[config.mk]
export PLATFORM = sky130hd
export DESIGN_NAME = pattern_queue
export DESIGN_NICKNAME = d
export VERILOG_FILES = /design/src/rtl/pattern_queue.sv
export SDC_FILE = /design/constraint.sdc
export NUM_CORES = 1
export LEC_CHECK = 0
export ABC_AREA = 1
export CAP_MARGIN = 25
export CORE_UTILIZATION = 47
export CTS_CLUSTER_DIAMETER = 120
export DETAILED_ROUTE_END_ITERATION = 16
export GPL_ROUTABILITY_DRIVEN = 0
export PLACE_DENSITY_LB_ADDON = 0.2
export SLEW_MARGIN = 20
export SYNTH_ARGS = -nofsm -noshare
export SYNTH_HDL_FRONTEND = slang
export SYNTH_SLANG_ARGS = --single-unit
[constraint.sdc]
create_clock -name C -period 1.59 [get_ports C]
set_input_delay 0.318 -clock C [delete_from_list [all_inputs] [get_ports C]]
set_output_delay 0.318 -clock C [all_outputs]
set_load 0.03 [all_outputs]
[src/rtl/pattern_queue.sv]
// Scrolling pattern queue: DEPTH rows of LANES-bit note patterns, shifted on STEP, cleared by player hits.
// Optional miss counter enabled by defining PATTERN_QUEUE_MISS_CNT_EN.
module pattern_queue #(
  parameter int LANES = 4,
  parameter int DEPTH = 8
) (
  input  logic                   C,
  input  logic                   INIT_N,
  input  logic                   STEP,
  input  logic                   LOAD,
  input  logic [LANES-1:0]       I,
  input  logic [LANES-1:0]       HIT,
  output logic [LANES-1:0]       O,
  output logic [LANES*DEPTH-1:0] ROWS,
  output logic                   HITOK,
  output logic                   EMPTY,
  output logic [15:0]            CNT,
  output logic [7:0]             MISS
);

  localparam logic [LANES-1:0] GEN_INIT = {1'b1, {(LANES-1){1'b0}}};

  logic [LANES-1:0]       rows_r [DEPTH];
  logic [LANES-1:0]       gen_r;
  logic                   hitok_r;
  logic [15:0]            cnt_r;
  logic [LANES-1:0]       bottom_s;
  logic [LANES-1:0]       gen_rot_s;
  logic [LANES*DEPTH-1:0] rows_flat_s;

  assign bottom_s  = rows_r[DEPTH-1];
  assign gen_rot_s = {gen_r[0], gen_r[LANES-1:1]};

  // Flatten the row array for the ROWS port; row 0 sits in the low bits
  always_comb begin
    rows_flat_s = '0;
    for (int k = 0; k < DEPTH; k++) begin
      rows_flat_s[k*LANES +: LANES] = rows_r[k];
    end
  end

  // Row shift, hit clearing, generator rotation, hit pulse and step count
  always_ff @(posedge C or negedge INIT_N) begin
    if (!INIT_N) begin
      for (int k = 0; k < DEPTH; k++) begin
        rows_r[k] <= '0;
      end
      gen_r   <= GEN_INIT;
      hitok_r <= 1'b0;
      cnt_r   <= 16'd0;
    end else begin
      hitok_r <= |(bottom_s & HIT);
      if (STEP) begin
        for (int k = 1; k < DEPTH; k++) begin
          rows_r[k] <= rows_r[k-1];
        end
        rows_r[0] <= LOAD ? I : gen_r;
        gen_r     <= LOAD ? gen_r : gen_rot_s;
        cnt_r     <= cnt_r + 16'd1;
      end else begin
        // A hit on the stationary bottom row removes the struck notes
        rows_r[DEPTH-1] <= bottom_s & ~HIT;
        gen_r           <= gen_r;
        cnt_r           <= cnt_r;
      end
    end
  end

`ifdef PATTERN_QUEUE_MISS_CNT_EN
  logic [7:0] miss_r;
  logic [8:0] miss_sum_s;
  logic [7:0] miss_next_s;

  function automatic logic [4:0] popcount(input logic [LANES-1:0] v);
    logic [4:0] c;
    c = 5'd0;
    for (int j = 0; j < LANES; j++) begin
      c = c + 5'(v[j]);
    end
    return c;
  endfunction

  // Notes leaving the queue unhit are misses; the count saturates at 255
  always_comb begin
    miss_sum_s = {1'b0, miss_r} + 9'(popcount(bottom_s & ~HIT));
    if (miss_sum_s > 9'd255) begin
      miss_next_s = 8'd255;
    end else begin
      miss_next_s = miss_sum_s[7:0];
    end
  end

  // Miss counter register
  always_ff @(posedge C or negedge INIT_N) begin
    if (!INIT_N) begin
      miss_r <= 8'd0;
    end else if (STEP) begin
      miss_r <= miss_next_s;
    end else begin
      miss_r <= miss_r;
    end
  end

  assign MISS = miss_r;
`else
  assign MISS = 8'd0;
`endif

  assign O     = rows_r[DEPTH-1];
  assign ROWS  = rows_flat_s;
  assign HITOK = hitok_r;
  assign EMPTY = ~|rows_flat_s;
  assign CNT   = cnt_r;

endmodule

==> metrics.txt, run 1 <==
# port buffers 65; worst endpoint data arrival time between 1000 and 1500 ps; total congestion overflow 0; vias approximately 2,200; Global Route Usage Sum about a fifth; crit start category flip-flop; Die Span Y 75.6 um; cell area after synthesis 2540 sq um; critical path capture point type output port; DR DRC count 0; Worst Clk Skew between 10 and 15 ps; Filler cells roughly 490; fin cells between 400 and 500; Synth Register Bits 53; Final min period 1720 ps; Routed wire per std cell between 10 and 15 um; FFs w/ async S/R, synth 100%; clk_lat worst skew a little over 300 ps; Worst setup startpoint ROWS[25]; clk slew on worst S/H paths approximately 100 ps; initial DRC count roughly 130; Final Setup Violations 1; vias per inst between 4 and 5; Post-synth top cells nand2_1 (80), dfrtp_1 (52), inv_1 (49); Routed Antenna Nets 0; largest net degree at the start of global routing 33; Row Count 26; DIE AREA 5710 sq um; Routed WL ~5.2 mm; Final Cycle Share 108%; Area contributors post-synth dfrtp_1 (51%), nand2_1 (12%), inv_1 (7.2%), o21ai_0 (5.7%), nand4_1 (3.7%); Root Driver clkbuf_8; Initial Utilization between 40% and 50%; WP data required approximately 1300 ps; cell taking the most area after synthesis dfrtp_1; YS warnings 0; total CTS buffers 5; Layout Cell Area excl Fill between 3000 and 4000 sq um; CTS tree yes; DR pass1 iterations 4; Reg-to-Reg Start CNT[0]; clk sinks 53; Setup CP Type reg2out; Final HPWL DP approximately 4 mm; Final nets just under 400; I/O Pins between 70 and 80; Max Freq between 500 and 600 MHz; Fin Hold WS -8.96 ps; Final Worst Setup Slack -126 ps; classification of the worst-slack hold path in2async; vias in the first global route ~1,900; deepest clock path buffer count 2; Cell variety after synth 24; core area ~5200 sq um; Post-synth EDFFs 0; H-tree lvl count 2; Gate Count Post-Synth between 300 and 400; leakage power 1.76 nW; Placement Cell Area roughly 3200 sq um; die width 75.6 um; final hold violation count 8; top_reg_cell synth dfrtp_1; Seq/Total Area, Yosys a little over half; Pwr Density 1190 nW/um^2; Placed Cells about 440; n_diodes 0; crit path max fanout 3; status finished, violations left; violated checks hold timing, setup timing; Final Max Tran Viols 0; Max-Cap Viols 0; mean area per synthesized cell between 8 and 9 sq um; global-route wire length before repair a little under 9 mm; Setup TNS -126 ps; Max rail drop VDD roughly 0.00076 V; unrepaired setup endpoints after global routing true; synthesis-to-layout area growth 28.1%; most frequent cell after synthesis nand2_1; top cell type's share of synthesized area between 50 and 60%; number of antenna violations at the first check in global routing 0; share of layout cells above drive strength 1 7.43%
[cells by family after synthesis]
group | count (synthesis) | synth area share [%]
AOI/OAI and AO/OA | 33 | 6.64
xor gates and xnor gates | 8 | 2.75
adders and majority gates | 1 | 0.492
buffers and inverters | 71 | 13.1
DFF | 53 | 52.2
other | 1 | 0.147
and+or+nand+nor | 143 | 24.6
[final timing paths]
path	end	slack, ps	depth (start not counted)
setup / recovery	EMPTY	-130	6
hold / removal	ROWS[10]	-9	2
setup reg to reg	CNT[8]	200	5
hold reg to reg	gen_r[3]	490	2
max in group asynchronous	gen_r[3]	1280	2
min in group C	CNT[1]	360	3
[metrics by stage]
step / util (%) / hold slack [ps] / setup slack, ps / total power [mW]
finish: 63.0 / -8.96 / -126 / 3.86
global route: 63.0 / 22.7 / -223 / 4.10
CTS: 62.8 / 3.61 / -164 / 3.90
detailed placement: 61.9 / 342 / 153 / 3.13
global placement: 61.9 / 337 / 130 / 3.10
floorplan: - / 22.4 / 4.33 / 2.57
[layout by cell type (no fill, tap or decap), drive strengths merged]
| cell type | Yosys | routed |
|---|---|---|
| nand2 | 81 | 81 |
| bufinv | 0 | 1 |
| xor2 | 5 | 5 |
| nor2 | 26 | 26 |
| inv | 50 | 50 |
| dfstp | 1 | 1 |
| clkbuf | 1 | 6 |
| dfrtp | 52 | 52 |
| clkdlybuf4s50 | 0 | 9 |
| a21oi | 1 | 1 |
| buf | 20 | 11 |
| nor3 | 2 | 2 |
| ha | 1 | 1 |
| xnor2 | 3 | 3 |
| conb | 1 | 8 |
| nand4 | 15 | 15 |
| clkinv | 0 | 1 |
| dlygate4sd2 | 0 | 53 |
| nand3 | 19 | 19 |
| o22ai | 3 | 3 |
| o21ai | 29 | 29 |
[flip-flops by register name (all words and copies together) (netlist names)]
register,flops
ROWS,28
gen_r,4
O,4
CNT,16
HITOK,1
[layer usage]
metal / vias to the layer above / global-route usage [%] / part of all wire, % / wire (um)
met5: - / 0 / 0 / 0
met4: 0 / 6.38 / 0.52 / 27
met3: 2 / 4.76 / 4.8 / 249
met2: 64 / 31.5 / 46 / 2400
met1: 1004 / 28.8 / 49 / 2530
li1: 1080 / - / - / -
[area by class of cell]
type / instances / area, sq um / share of cell area [%]
repair buffers: 73 / 632 / 19.4
multi-input cells: 193 / 913 / 28.0
flip-flops and latches: 53 / 1330 / 40.7
inverters: 50 / 188 / 5.76
clock inverters: 2 / 38.8 / 1.19
well taps: 70 / 87.6 / 2.69
clock buffers: 6 / 72.6 / 2.23
[report_power, final]
| group | internal, mW | switching, mW |
|---|---|---|
| Clock | 0.473 | 0.438 |
| Combinational | 0.402 | 0.832 |
| Sequential | 1.53 | 0.185 |
| Total | 2.41 | 1.46 |
[worst max-delay path, stage by stage, from the launching register on]
cell     delay (ps)
dfrtp_1         410
nor2_1          120
nand3_1          90
nor2_2          140
nand2_1          60
nor2_1          100
buf_4           170
[repair_timing]
| item | 4_1_cts | 5_1_grt |
|---|---|---|
| resized for setup | 54 | 1 |
| hold endpoints to repair | 0 | 0 |
| endpoints found under the setup margin | 54 | 3 |
| buffers inserted | 0 | 1 |
| hold buffers | 0 | 0 |
| gates cloned | 0 | 0 |
| pin swaps | 3 | 0 |
(Power assumes the default switching activity.)
==> inputs of run 2 (changes only) <==
--- a/config.mk
+++ b/config.mk
@@ -12,6 +12,7 @@
 export DETAILED_ROUTE_END_ITERATION = 16
 export GPL_ROUTABILITY_DRIVEN = 0
 export PLACE_DENSITY_LB_ADDON = 0.2
+export REMOVE_ABC_BUFFERS = 1
 export SLEW_MARGIN = 20
 export SYNTH_ARGS = -nofsm -noshare
 export SYNTH_HDL_FRONTEND = slang
==> run 2 against run 1 <==
The run ends with setup timing left. First-iteration DRC count down 24%. Die area did not move. Non-clock buffer count increased by 7. Worst setup slack better by 46 ps. Core utilization increased by 1.5 points. Critical path type unchanged.
==> metrics.txt, run 2 (synthesized netlist as in run 1, its figures left out) <==
status finished, violations left; violated checks setup timing; deepest clock path buffer count 2; Routed WL 5.34 mm; n_diodes 0; vias per inst roughly 4.8; Met1 Routed Length around 2.5 mm; Worst Clk Skew between 4 and 5 ps; H-tree lvl count 2; Max-Cap Viols 0; met2 WL ~2.4 mm; DR pass1 iterations 4; DIE AREA ~5700 sq um; unrepaired setup endpoints after global routing true; Routed wire per std cell 11.8 um; Final Setup Violations 1; synthesis-to-layout area growth 31.1%; Final nets 396; crit path max fanout 3; Setup CP Type reg2out; DR DRC count 0; Die Span Y 75.6 um; clk sinks 53; Max rail drop VDD around 0.00066 V; Final Max Tran Viols 0; number of antenna violations at the first check in global routing 0; commonest non-fill, non-tap cell in the layout nand2_1; Root Driver clkbuf_8; global-route wire length before repair ~8.5 mm; Row Count 26; core area approximately 5200 sq um; Most common cell on crit path nor2_1; leakage power around 1.8 nW; commonest cells after routing, fill and taps aside nand2_1 (80), dfrtp_1 (52), dlygate4sd2_1 (51); fin cells approximately 450; Routed Antenna Nets 0; classification of the worst-slack hold path in2reg; Global Route Usage Sum around a fifth; critical path capture point type output port; metal3 WL 357 um; worst path cell trace inv_1, nand4_1, nor2_1, nand2_1, nor2_1, buf_4; Initial Utilization around half; clk_lat worst skew approximately 300 ps; Largest register FFs 28; I/O Pins 74; die width 75.6 um; Pwr Density roughly 1200 nW/um^2; crit start category flip-flop; total CTS buffers 5; max layer used met4; worst endpoint data arrival time 1350 ps; Crit-path slowest cell dfrtp_1; Max stage delay on crit path roughly 410 ps; total congestion overflow 0; R2R Setup Slk roughly 140 ps; WP data required approximately 1300 ps; CTS tree yes; Placed Cells between 400 and 500; final hold violation count 0; Final min period roughly 1700 ps; initial DRC count between 100 and 150; vias in the first global route roughly 1,900; vias around 2,200; largest net degree at the start of global routing 31; Final Total Pwr 3.89 mW; Final Worst Setup Slack -79.3 ps; Buf/Inv on CP 2; clk slew on worst S/H paths 90 ps; Max Freq 599 MHz; Final Cycle Share 105%; Final HPWL DP 3.99 mm; # port buffers 65; CP top delay family flip-flops; share of layout cells above drive strength 1 around a tenth
==> run 2: per-layer routing <==
| metal | track usage, % | up-vias |
|---|---|---|
| met4 | 8.85 | 0 |
| met1 | 27.6 | 997 |
| met2 | 31.3 | 84 |
| met5 | 0 | - |
| met3 | 4.10 | 9 |
| li1 | - | 1090 |
==> run 2: worst paths after layout <==
kind / start / to / cells past startpoint
max: ROWS[22] / EMPTY / 6
min: STEP / CNT[2] / 4
max reg2reg: CNT[0] / CNT[14] / 6
min reg2reg: gen_r[3] / gen_r[3] / 2
max in group asynchronous: INIT_N / gen_r[3] / 3
min in group asynchronous: INIT_N / ROWS[24] / 2
==> run 2: report_power, final <==
part           internal (mW)  switching (mW)
Sequential              1.53           0.189
Combinational          0.431           0.858
Clock                  0.458           0.420
==> run 2: timing repair <==
action / CTS / global route
hold buffers: 1 / 0
setup endpoints to repair: 54 / 1
pin swaps: 1 / 4
setup buffers: 1 / 5
hold endpoints to repair: 15 / 0
resized for setup: 54 / 8
cloned: 0 / 0
==> run 2: tightest hold or removal path, cell delays in order <==
cell and delay, ps:
buf_2 180, nand3_2 110, nand2_1 50, inv_1 40
==> run 2: final cells by class <==
cell class | count | area (sq um)
clock buffer | 5 | 68.8
timing repair buffer | 80 | 704
clock inverter | 2 | 35.0
sequential | 53 | 1330
multi-input combinational | 193 | 923
fill | 462 | 1840
inverter | 50 | 188
tap | 70 | 87.6
==> run 2: metrics by stage <==
stage	hold WS, ps	utilization (%)	setup slack [ps]	setup TNS, ps	area [sq um]
5_1_grt	456	64.5	-166	-166	3330
2_1_floorplan	22.4	-	-130	-130	2420
3_3_place_gp	289	62.5	164	0	3230
6_report	441	64.5	-79.3	-79.3	3330
4_1_cts	432	63.6	-138	-138	3290
3_5_place_dp	284	62.5	123	0	3230
